==> src/rtl/noc_arb_pkg.sv <==
// Shared definitions for the NoC output-port arbiter: lock FSM states and
// the index wrap helper used by the rotating priority pointer.
package noc_arb_pkg;

    typedef enum logic {
        ARB_IDLE,
        ARB_LOCK
    } arb_state_t;

    // Wraps at num-1, so the pointer stays below num for non-power-of-two counts.
    function automatic int unsigned wrap_inc(input int unsigned idx, input int unsigned num);
        return (idx >= num - 1) ? 0 : idx + 1;
    endfunction

endpackage

==> src/rtl/rr_arbiter_lock_if.sv <==
// Request/grant bundle between the requesters and one arbiter output port.
interface rr_arbiter_lock_if #(
    parameter int unsigned NUM_REQ      = 4,
    parameter int unsigned LOG2_NUM_REQ = 2
);
    logic [NUM_REQ-1:0]      req;
    logic [NUM_REQ-1:0]      req_last;
    logic                    gnt_ready;
    logic [NUM_REQ-1:0]      gnt_dec;
    logic [LOG2_NUM_REQ-1:0] gnt_enc;
    logic                    gnt_valid;
    logic                    locked;

    modport master (
        output req, req_last, gnt_ready,
        input  gnt_dec, gnt_enc, gnt_valid, locked
    );

    modport slave (
        input  req, req_last, gnt_ready,
        output gnt_dec, gnt_enc, gnt_valid, locked
    );
endinterface

==> src/rtl/pri_enc_lsb.sv <==
// Combinational lowest-set-bit finder: one-hot, encoded index and found flag.
module pri_enc_lsb #(
    parameter int unsigned NUM_REQ = 4,
    parameter int unsigned IDX_W   = 2
) (
    input  logic [NUM_REQ-1:0] vec,
    output logic [NUM_REQ-1:0] onehot,
    output logic [IDX_W-1:0]   idx,
    output logic               found
);
    always_comb begin
        onehot = '0;
        idx    = '0;
        found  = 1'b0;
        for (int unsigned i = 0; i < NUM_REQ; i++) begin
            if (!found && vec[i]) begin
                found     = 1'b1;
                onehot[i] = 1'b1;
                idx       = IDX_W'(i);
            end
        end
    end
endmodule

==> src/rtl/rr_arbiter_lock.sv <==
// Round-robin arbiter with rotating priority that holds the grant on one
// requester from head to tail flit so packets are never interleaved.
module rr_arbiter_lock
    import noc_arb_pkg::*;
#(
    parameter int unsigned NUM_REQ      = 4,
    parameter int unsigned LOG2_NUM_REQ = 2
) (
    input  logic             clk,
    input  logic             rst_n,
    rr_arbiter_lock_if.slave bus
);
    typedef logic [LOG2_NUM_REQ-1:0] idx_t;

    arb_state_t         state;
    idx_t               ptr;
    idx_t               lock_idx;
    logic [NUM_REQ-1:0] ptr_mask;
    logic [NUM_REQ-1:0] lock_oh;
    logic [NUM_REQ-1:0] masked;
    logic [NUM_REQ-1:0] m_oh;
    logic [NUM_REQ-1:0] r_oh;
    idx_t               m_idx;
    idx_t               r_idx;
    logic               m_found;
    logic               r_found;
    logic               xfer;
    logic               last_win;

    always_comb begin
        ptr_mask = '0;
        lock_oh  = '0;
        for (int unsigned i = 0; i < NUM_REQ; i++) begin
            ptr_mask[i] = (i >= 32'(ptr));
            lock_oh[i]  = (i == 32'(lock_idx));
        end
    end

    assign masked = bus.req & ptr_mask;

    pri_enc_lsb #(.NUM_REQ(NUM_REQ), .IDX_W(LOG2_NUM_REQ)) u_masked (
        .vec    (masked),
        .onehot (m_oh),
        .idx    (m_idx),
        .found  (m_found)
    );

    pri_enc_lsb #(.NUM_REQ(NUM_REQ), .IDX_W(LOG2_NUM_REQ)) u_unmasked (
        .vec    (bus.req),
        .onehot (r_oh),
        .idx    (r_idx),
        .found  (r_found)
    );

    // In LOCK other requesters are ignored; a bubble drops the grant but keeps the lock.
    always_comb begin
        bus.gnt_dec   = '0;
        bus.gnt_enc   = '0;
        bus.gnt_valid = 1'b0;
        bus.locked    = (state == ARB_LOCK);
        if (state == ARB_LOCK) begin
            bus.gnt_dec   = lock_oh & bus.req;
            bus.gnt_valid = |(lock_oh & bus.req);
            bus.gnt_enc   = bus.gnt_valid ? lock_idx : '0;
        end else begin
            bus.gnt_dec   = m_found ? m_oh : r_oh;
            bus.gnt_enc   = m_found ? m_idx : r_idx;
            bus.gnt_valid = r_found;
        end
    end

    assign xfer     = bus.gnt_valid & bus.gnt_ready;
    assign last_win = |(bus.gnt_dec & bus.req_last);

    always_ff @(posedge clk or negedge rst_n) begin
        if (!rst_n) begin
            state    <= ARB_IDLE;
            ptr      <= '0;
            lock_idx <= '0;
        end else if (xfer) begin
            case (state)
                ARB_IDLE: begin
                    if (last_win) begin
                        ptr <= idx_t'(wrap_inc(32'(bus.gnt_enc), NUM_REQ));
                    end else begin
                        state    <= ARB_LOCK;
                        lock_idx <= bus.gnt_enc;
                    end
                end
                ARB_LOCK: begin
                    if (last_win) begin
                        state <= ARB_IDLE;
                        ptr   <= idx_t'(wrap_inc(32'(lock_idx), NUM_REQ));
                    end
                end
                default: state <= ARB_IDLE;
            endcase
        end
    end
endmodule

==> src/flat_wrapper.sv <==
// flat-port wrapper written by rule: the top's interface ports become plain ports
module rr_arbiter_lock_flat import noc_arb_pkg::*;
#(
    parameter int unsigned NUM_REQ      = 4,
    parameter int unsigned LOG2_NUM_REQ = 2
)
  (clk, rst_n, bus_req, bus_req_last, bus_gnt_ready, bus_gnt_dec, bus_gnt_enc, bus_gnt_valid, bus_locked);
  rr_arbiter_lock_if #(.NUM_REQ(NUM_REQ), .LOG2_NUM_REQ(LOG2_NUM_REQ)) bus_i ();
  input  logic clk;
  input  logic rst_n;
  input wire logic [$bits(bus_i.req)-1:0] bus_req;
  input wire logic [$bits(bus_i.req_last)-1:0] bus_req_last;
  input wire logic [$bits(bus_i.gnt_ready)-1:0] bus_gnt_ready;
  output wire logic [$bits(bus_i.gnt_dec)-1:0] bus_gnt_dec;
  output wire logic [$bits(bus_i.gnt_enc)-1:0] bus_gnt_enc;
  output wire logic [$bits(bus_i.gnt_valid)-1:0] bus_gnt_valid;
  output wire logic [$bits(bus_i.locked)-1:0] bus_locked;
  assign bus_i.req = bus_req;
  assign bus_i.req_last = bus_req_last;
  assign bus_i.gnt_ready = bus_gnt_ready;
  assign bus_gnt_dec = bus_i.gnt_dec;
  assign bus_gnt_enc = bus_i.gnt_enc;
  assign bus_gnt_valid = bus_i.gnt_valid;
  assign bus_locked = bus_i.locked;
  rr_arbiter_lock #(.NUM_REQ(NUM_REQ), .LOG2_NUM_REQ(LOG2_NUM_REQ)) u_core (.clk(clk), .rst_n(rst_n), .bus(bus_i));
endmodule
==> config.mk <==
export PLATFORM = sky130hd
export DESIGN_NAME = rr_arbiter_lock_flat
export DESIGN_NICKNAME = d
export VERILOG_FILES = /design/src/rtl/noc_arb_pkg.sv /design/src/rtl/rr_arbiter_lock_if.sv /design/src/rtl/pri_enc_lsb.sv /design/src/rtl/rr_arbiter_lock.sv /design/src/flat_wrapper.sv
export SDC_FILE = /design/constraint.sdc
export NUM_CORES = 1
export LEC_CHECK = 0
export CORE_UTILIZATION = 50
export CTS_CLUSTER_DIAMETER = 40
export DETAILED_ROUTE_END_ITERATION = 8
export PLACE_DENSITY = 0.92
export SLEW_MARGIN = 10
export SYNTH_ARGS = -nofsm -noshare
export SYNTH_HDL_FRONTEND = slang
export SYNTH_SLANG_ARGS = --single-unit
==> constraint.sdc <==
create_clock -name clk -period 3.7 [get_ports clk]
set_input_delay 0.37 -clock clk [delete_from_list [all_inputs] [get_ports clk]]
set_output_delay 0.37 -clock clk [all_outputs]
set_load 0.005 [all_outputs]
# --- After elaboration in Yosys (flattened, before gate mapping) ---
# Index checks and enable logic that the tools add are counted.
# W data, S select, Z words.
op_classes:
  addsub: 2
  n_mul: 0
  n_div: 0
  order_cmp: 5
  eq_ne: 5
  shifts: 0
  n_mux: 32
  bitwise_logic: 6
  reduce_logical: 17
op_table:
  columns: ["op", "count"]
  rows:
  - ["$mux W2", 11]
  - ["$mux W1", 18]
  - ["$and A4 B4 Y4", 3]
  - ["$mux W4", 2]
  - ["$reduce_or A4 Y1", 2]
  - ["$logic_and A1 B1 Y1", 6]
  - ["$logic_not A1 Y1", 6]
  - ["$reduce_and A3 Y1", 2]
  - ["$add A2 B1 Y2 const B", 2]
  - ["$eq A2 B2 Y1 const A", 2]
  - ["$ge A1 B2 Y1 const A", 2]
  - ["$ge A2 B2 Y1 const B", 2]
  - ["$pmux W2 S2", 1]
  - ["$eq A1 B2 Y1 const A", 1]
  - ["$ge A2 B2 Y1 const A", 1]
  - ["$logic_not A2 Y1", 1]
  - ["$ne A2 B1 Y1 const B", 1]
  - ["$ne A2 B2 Y1 const B", 1]
  - ["$not A1 Y1", 2]
  - ["$and A1 B1 Y1", 1]
totals:
  reg_bits: 5
  latch_bits: 0
  ram_bits: 0
  mem_bits_ro: 0
  output_inout_bits: 8
  n_memories: 0

# --- Longest topological paths before layout ---
# Gate-level depths: netlist of the first run.
depth:
  word_depth: 18
  mapped_depth: 8
  mapped_depth_nobuf: 8

# --- Cells and area by module ---
# Synthesis of the first run repeated with hierarchy kept, for this count alone.
hier_totals:
  cells_unflattened: 85
  area_unflattened_um2: 733.2
modules_own_cells:
  columns: ["module", "instances", "cells_each", "area_each_um2"]
  rows:
  - ["rr_arbiter_lock", 1, 63, 610.6]
  - ["pri_enc_lsb", 2, 11, 61.3]

# --- Worst setup path after synthesis of the first run ---
# OpenSTA, ideal clock, no wires.
synth_path:
  path_type: "register to register"
  startpoint: "reg u_core.lock_idx[0]"
  endpoint: "reg u_core.ptr[1]"
  setup_time_ns: 0.128
  arrival_time_ns: 2.244
  t_required_ns: 3.572
  path_slack_ns: 1.328
  stages_incl_launch_ff: 9
  n_path_buf: 0
  synth_period_minus_slack_ns: 2.372
  path_cell_list: "dfrtp_1 -> inv_1 -> ha_1 -> a22o_1 -> a221oi_1 -> o32ai_1 -> ha_1 -> mux2_2 -> mux2_1"
synth_via:
  elab_chain_len: 9
  elab_cells_between_ends: 25
  cone_classes: "add/sub (2); order compare (2); eq/ne (5); mux (9); bitwise (3); reduce/logical (4)"
synth_rtl:
  columns: ["element", "line_no", "rtl"]
  rows:
  - ["start, declared", "rr_arbiter_lock.sv:17", "idx_t lock_idx;"]
  - ["start signal, assigned", "rr_arbiter_lock.sv:87", "lock_idx <= bus.gnt_enc;"]
  - ["$eq A1 B2 Y1, or another cell as far along", "rr_arbiter_lock.sv:35", "lock_oh[i] = (i == 32'(lock_idx));"]
  - ["$and A4 B4 Y4 *", "rr_arbiter_lock.sv:63", "bus.gnt_valid = |(lock_oh & bus.req);"]
  - ["$reduce_or A4 Y1 *", "rr_arbiter_lock.sv:63", null]
  - ["$mux W2 *", "rr_arbiter_lock.sv:64", "bus.gnt_enc = bus.gnt_valid ? lock_idx : '0;"]
  - ["$mux W2 *", "rr_arbiter_lock.sv:61", "if (state == ARB_LOCK) begin"]
  - ["via bus_gnt_enc[1]", "flat_wrapper.sv:15", "output wire logic [$bits(bus_i.gnt_enc)-1:0] bus_gnt_enc;"]
  - ["$add A2 B1 Y2 / $ge A2 B2 Y1 (equally long branches)", "noc_arb_pkg.sv:12", "return (idx >= num - 1) ? 0 : idx + 1;"]
  - ["$mux W2 *", "noc_arb_pkg.sv:12", null]
  - ["$mux W2 *", "rr_arbiter_lock.sv:83", "if (last_win) begin"]
  - ["$pmux W2 S2 *", "rr_arbiter_lock.sv:81", "case (state)"]
  - ["end signal, assigned", "rr_arbiter_lock.sv:84", "ptr <= idx_t'(wrap_inc(32'(bus.gnt_enc), NUM_REQ));"]
  - ["end signal, assigned", "rr_arbiter_lock.sv:93", "ptr <= idx_t'(wrap_inc(32'(lock_idx), NUM_REQ));"]
  - ["end, declared", "rr_arbiter_lock.sv:16", "idx_t ptr;"]
# Mark *: on every way through the listed nets, which the timed path passes. The rest lies on a longest branch. The select of a mux whose other input is x is not followed.
# A chain may end at the register's enable or synchronous reset.

# --- Worst setup path in the final report of the first run ---
layout_path:
  startpoint: "in bus_req[3]"
  endpoint: "out bus_gnt_dec[1]"
layout_via:
  elab_chain_len: 5
layout_rtl:
  columns: ["element", "line_no", "rtl"]
  rows:
  - ["start, declared", "flat_wrapper.sv:11", "input wire logic [$bits(bus_i.req)-1:0] bus_req;"]
  - ["$and A4 B4 Y4", "rr_arbiter_lock.sv:39", "assign masked = bus.req & ptr_mask;"]
  - ["$logic_and A1 B1 Y1", "pri_enc_lsb.sv:16", "if (!found && vec[i]) begin"]
  - ["$mux W1", "pri_enc_lsb.sv:16", null]
  - ["$mux W4", "rr_arbiter_lock.sv:66", "bus.gnt_dec = m_found ? m_oh : r_oh;"]
  - ["$mux W4", "rr_arbiter_lock.sv:61", null]
  - ["end, declared", "flat_wrapper.sv:14", "output wire logic [$bits(bus_i.gnt_dec)-1:0] bus_gnt_dec;"]
# No other way between the ends.

==> flow_metrics.env, run 1 <==
export IMPL_async_flop_share_pct=100
export IMPL_fill_cells=94
export IMPL_antenna_cells=0
export IMPL_antenna_left=0
export IMPL_synthTopCellsByCount="nand2_1 (11), nor2_1 (8), a21oi_1 (6)"
export IMPL_worstPathArrival_ps=2470
export IMPL_wire_per_inst_um=14.6
export IMPL_fin_ws_ps=857
export IMPL_post_dp_hpwl_mm=1.32
export IMPL_cts_hold_buf=0
export IMPL_area_growth_pct=27.4
export IMPL_grt_pass1_wl_mm=2.73
export IMPL_via_count=727
export IMPL_synth_top_area_share_pct=18.4
export IMPL_fin_tns_setup_ps=0
export IMPL_port_buffers=18
export IMPL_power_density_nw_per_um2=753
export IMPL_rrSetupSlack_ps=1110
export IMPL_post_synth_and_or_nand_nor_area_fraction_pct=32.4
export IMPL_finalSetupViolations=0
export IMPL_worst_pin_slew_ps=624
export IMPL_fmax_ghz=0.352
export IMPL_maxSlewHeadroom_pct=58.4
export IMPL_finalMaxSlewViolations=0
export IMPL_critPathLaunch="bus_req[3]"
export IMPL_grt_pass1_vias=631
export IMPL_ys_warn_count=0
export IMPL_numClockSinks=5
export IMPL_grtUsageTotal_pct=26.4
export IMPL_synth_top_family_by_area="simple AND/OR/NAND/NOR gates"
export IMPL_period_minus_slack_ps=2840
export IMPL_yosysMostFrequentCell="nand2_1"
export IMPL_peakVddDrop_v=0.000467
export IMPL_synth_cells=89
export IMPL_worst_ep_required_time_ps=3330
export IMPL_htreeDepth=1
export IMPL_max_cap_violations=0
export IMPL_dieArea_um2=1510
export IMPL_ys_seq_area_share_pct=18.4
export IMPL_dp_slack_ps=862
export IMPL_fin_worst_skew_ps=10.2
export IMPL_cts_tree="yes"
export IMPL_core_um2=1190
export IMPL_overflow=0
export IMPL_route_detailed_drc=0
export IMPL_die_height_um=38.9
export IMPL_ios=19
export IMPL_seq_area_um2=125
export IMPL_nets=121
export IMPL_drt_iter0_drc=32
export IMPL_synth_area_leaders="dfrtp_1 (18%), ha_1 (9.2%), nand2_1 (6.1%)"
export IMPL_crit_path_end_kind="output port"
export IMPL_placed_area_um2=841
export IMPL_die_w_um=38.9
export IMPL_synth_edf_count=0
export IMPL_cts_root_buffer="clkbuf_4"
export IMPL_min_period_over_period_pct=76.8
export IMPL_muxShareOfSynthArea_pct=6.62
export IMPL_gp_congestion=0.867
export IMPL_worst_r2r_cell_count=8
export IMPL_netlist_area_um2=681
export IMPL_grt_max_degree=22
export IMPL_antenna_found_initial=0
export IMPL_rr_startpoint="u_core.lock_idx[0]"
export IMPL_status="completed"
export IMPL_min_path_type="input port to async pin"
export IMPL_clk_path_buf_depth=2
export IMPL_synth_adder_area_share_pct=9.19
export IMPL_ctsResizeCount=0
export IMPL_synth_fp_nets=105
export IMPL_ys_flop_type="dfrtp_1"
export IMPL_start_util_pct=57.4
export IMPL_rsz0062_at_grt="no"
export IMPL_hold_violations=0
export IMPL_clk_pin_slew_ps=50
export IMPL_post_cts_repair_setup_buffers=0
export IMPL_path_max_fanout=9
export IMPL_multi_input_area_um2=503
export IMPL_via_per_inst=6.16
export IMPL_path_class="input port to output port"
export IMPL_yosys_area_share_xor_xnor_pct=0
export IMPL_synth_compound_area_share_pct=25.7
export IMPL_r2r_end="u_core.ptr[1]"
export IMPL_drive_above_1_share_pct=7.69
export IMPL_start_kind="input port"
export IMPL_avgSynthCellArea_um2=7.65
export IMPL_synth_area_leader_cell="dfrtp_1"
export IMPL_drt_wl_total_mm=1.72
export IMPL_cts_made_buffers=3
export IMPL_dr_pass1_iters=4
export IMPL_ys_seq_elements=5
export IMPL_clock_latency_ps=250
export IMPL_cellLeakagePower_nw=0.352
export IMPL_rows=12
export IMPL_utilization_pct=73.1
export IMPL_fin_area_um2=867
export IMPL_synth_cell_types=35
through the flow:
| stage | std cells | power, mW | hold WS (ps) |
|---|---|---|---|
| 6_report | 118 | 0.653 | 344 |
| 5_1_grt | 118 | 0.708 | 367 |
| 4_1_cts | 118 | 0.650 | 348 |
| 3_5_place_dp | 114 | 0.584 | 595 |
| 3_3_place_gp | 114 | 0.570 | 579 |
| 2_1_floorplan | 89 | 0.429 | 74.4 |
area by class of cell:
type                            instances  share of cell area (%)
Clock buffer                            4                    3.03
Inverter                                4                    1.73
Multi-Input combinational cell         73                    58.0
Sequential cell                         5                    14.4
Tap cell                               14                    2.02
Timing Repair Buffer                   18                    20.8
cell families (layout without fill, tap and decap cells):
logic type | count (synthesis) | in the layout
simple gates | 39 | 39
compound gates | 25 | 25
buf+inv | 11 | 26
fa+ha+maj | 5 | 5
flops | 5 | 5
mux | 4 | 4
critical path, cell delays in order:
cell	delay [ps]
clkdlybuf4s50_1	570
or3_1	480
or3b_4	400
a21oi_1	150
clkdlybuf4s50_1	510
cell usage in the layout, fill, tap and decap left out, types with 2 or more instances in the layout:
cell type         n
nor4b_1           2
nor2b_1           5
nor2_1            8
o22a_1            2
clkbuf_4          3
ha_1              5
clkdlybuf4s50_1  18
mux2_1            3
o21bai_1          2
nor3_1            3
o2bb2ai_1         2
dfrtp_1           5
inv_1             4
o21ai_0           4
or3_1             3
nand2_1          11
a21oi_1           6
flip-flops by register name, indices dropped and copies added, names as in the netlist:
signal / flops
u_core.lock_idx: 2
u_core.ptr: 2
u_core.bus.locked: 1
layer usage:
| metal | share of wire [%] | global-route usage [%] |
|---|---|---|
| met2 | 48 | 42.1 |
| met1 | 44 | 35.4 |
| met3 | 7.5 | 8.09 |
| met5 | 0 | 0 |
| met4 | 0.70 | 4.31 |
how the worst max path moves through the flow:
stage          depth (start not counted)  slack [ps]        endpoint
3_5_place_dp                           7         860   u_core.ptr[1]
5_1_grt                                5         780  bus_gnt_dec[1]
6_report                               5         860  bus_gnt_dec[1]
4_1_cts                                5         890  bus_gnt_dec[1]
2_1_floorplan                          8        1330   u_core.ptr[1]
3_3_place_gp                           5         900  bus_gnt_dec[1]
report_power, final:
part	switching [mW]	internal, mW
registers	0.0782	0.0814
logic	0.191	0.238
clock network	0.0233	0.0409
total	0.292	0.360
Note: power is estimated with default switching activity, not from simulation.
==> run 2: changes to the inputs <==
CORE_UTILIZATION = 46   (was 50)
PLACE_DENSITY = 0.86   (was 0.92)
clock period = 2.8 ns   (was 3.7 ns; I/O delays follow)
==> run 2 against run 1 <==
Net effect:
- worst setup slack lost 650 ps
- hold slack lost 87 ps
- clock skew shrank 7.4 ps
- sequential share of layout area shrank 0.39 points
- first-iteration DRC count shrank 3.1%
- clock-buffer cell count is the same
- register-to-register slack lost 780 ps
- critical path depth is the same
- critical path type unchanged
- critical endpoint unchanged
- largest power group unchanged
==> flow_metrics.env, run 2 (synthesis gave the netlist of run 1 again) <==
export IMPL_holdWs_ps=256
export IMPL_peakVddDrop_v=0.000614
export IMPL_max_cap_violations=0
export IMPL_rows=13
export IMPL_ios=19
export IMPL_wire_per_inst_um=13.5
export IMPL_hold_violations=0
export IMPL_cts_root_buffer="clkbuf_4"
export IMPL_grt_max_degree=14
export IMPL_dr_pass1_iters=4
export IMPL_start_kind="input port"
export IMPL_status="completed"
export IMPL_path_max_fanout=6
export IMPL_fmax_ghz=0.386
export IMPL_overflow=0
export IMPL_via_per_inst=5.87
export IMPL_fin_ws_ps=210
export IMPL_drt_wl_total_mm=1.65
export IMPL_clk_pin_slew_ps=40
export IMPL_wl_met3_um=173
export IMPL_dieArea_um2=1640
export IMPL_die_height_um=40.5
export IMPL_worst_r2r_cell_count=9
export IMPL_antenna_found_initial=0
export IMPL_dp_slack_ps=139
export IMPL_slowest_delay_ps=510
export IMPL_nets=124
export IMPL_core_um2=1330
export IMPL_grt_pass1_vias=616
export IMPL_final_common_cell="clkdlybuf4s50_1"
export IMPL_worstPathArrival_ps=2310
export IMPL_worst_ep_required_time_ps=2520
export IMPL_clock_latency_ps=240
export IMPL_fin_worst_skew_ps=2.82
export IMPL_port_buffers=18
export IMPL_cellLeakagePower_nw=0.366
export IMPL_path_class="input port to output port"
export IMPL_ctsResizeCount=0
export IMPL_crit_path_end_kind="output port"
export IMPL_slowest_stage="clkdlybuf4s50_1"
export IMPL_rsz0062_at_grt="no"
export IMPL_antenna_cells=0
export IMPL_via_count=716
export IMPL_maxSlewHeadroom_pct=69.7
export IMPL_post_cts_repair_setup_buffers=0
export IMPL_min_period_over_period_pct=92.5
export IMPL_gp_congestion=0.882
export IMPL_area_growth_pct=30.9
export IMPL_r2r_end="u_core.ptr[1]"
export IMPL_crit_chain="clkdlybuf4s50_1 > or3_1 > or3b_4 > a21oi_1 > clkdlybuf4s50_1"
export IMPL_grt_pass1_wl_mm=2.64
export IMPL_top_layer="met3"
export IMPL_antenna_left=0
export IMPL_wl_met2_um=731
export IMPL_cpMostUsedCell="clkdlybuf4s50_1"
export IMPL_period_minus_slack_ps=2590
export IMPL_post_dp_hpwl_mm=1.26
export IMPL_die_w_um=40.5
export IMPL_drive_above_1_share_pct=10.3
export IMPL_cts_hold_buf=0
export IMPL_route_detailed_drc=0
export IMPL_path_buf_inv=2
export IMPL_rrSetupSlack_ps=330
export IMPL_numClockSinks=5
export IMPL_rr_startpoint="u_core.lock_idx[0]"
export IMPL_cts_made_buffers=3
export IMPL_htreeDepth=1
export IMPL_crit_cells=5
export IMPL_final_cell_mix="clkdlybuf4s50_1 (18), nand2_1 (11), nor2_1 (8), a21oi_1 (6)"
export IMPL_cts_tree="yes"
export IMPL_min_path_type="input port to async pin"
export IMPL_worst_pin_slew_ps=453
export IMPL_wl_met1_um=746
export IMPL_finalSetupViolations=0
export IMPL_fin_tns_setup_ps=0
export IMPL_grtUsageTotal_pct=24.1
export IMPL_path_delay_family="buffers and inverters"
export IMPL_power_density_nw_per_um2=993
export IMPL_drt_iter0_drc=31
export IMPL_start_util_pct=51.0
export IMPL_finalMaxSlewViolations=0
export IMPL_clk_path_buf_depth=2
==> run 2: changes by cell type in the layout (fill, tap and decap cells not counted) <==
cell,change
buf_4,+3
==> run 2: how the worst max path moves through the flow <==
stage                       startpoint        endpoint
floorplan           u_core.lock_idx[0]   u_core.ptr[1]
global placement            bus_req[2]   u_core.ptr[1]
detailed placement          bus_req[2]   u_core.ptr[1]
CTS                         bus_req[3]  bus_gnt_dec[1]
global route                bus_req[3]  bus_gnt_dec[1]
finish                      bus_req[3]  bus_gnt_dec[1]
==> run 2: stage by stage <==
stage               cells  instance area [µm²]  util (%)  total power, mW
floorplan              89                  681         -            0.567
global placement      118                  865      64.8            0.784
detailed placement    118                  865      64.8            0.796
CTS                   122                  891      66.8            0.888
global route          122                  891      66.8            0.975
finish                122                  891      66.8            0.885
==> run 2: cell type report <==
cell class / count / area (µm²)
well taps: 15 / 18.8
repair buffers: 21 / 203
multi-input cells: 73 / 503
flip-flops and latches: 5 / 125
clock buffers: 4 / 26.3
inverters: 4 / 15.0
fillers: 123 / 443
==> run 2: report_power, final <==
group / switching, mW / internal [mW]
registers: 0.0783 / 0.108
logic: 0.279 / 0.336
clock network: 0.0291 / 0.0538
total: 0.387 / 0.498
==> run 2: per-layer routing <==
| metal | vias up | GRT usage (%) |
|---|---|---|
| met5 | - | 0 |
| met4 | 0 | 0.833 |
| met3 | 0 | 8.33 |
| met2 | 44 | 38.1 |
| met1 | 312 | 33.0 |
| li1 | 360 | - |
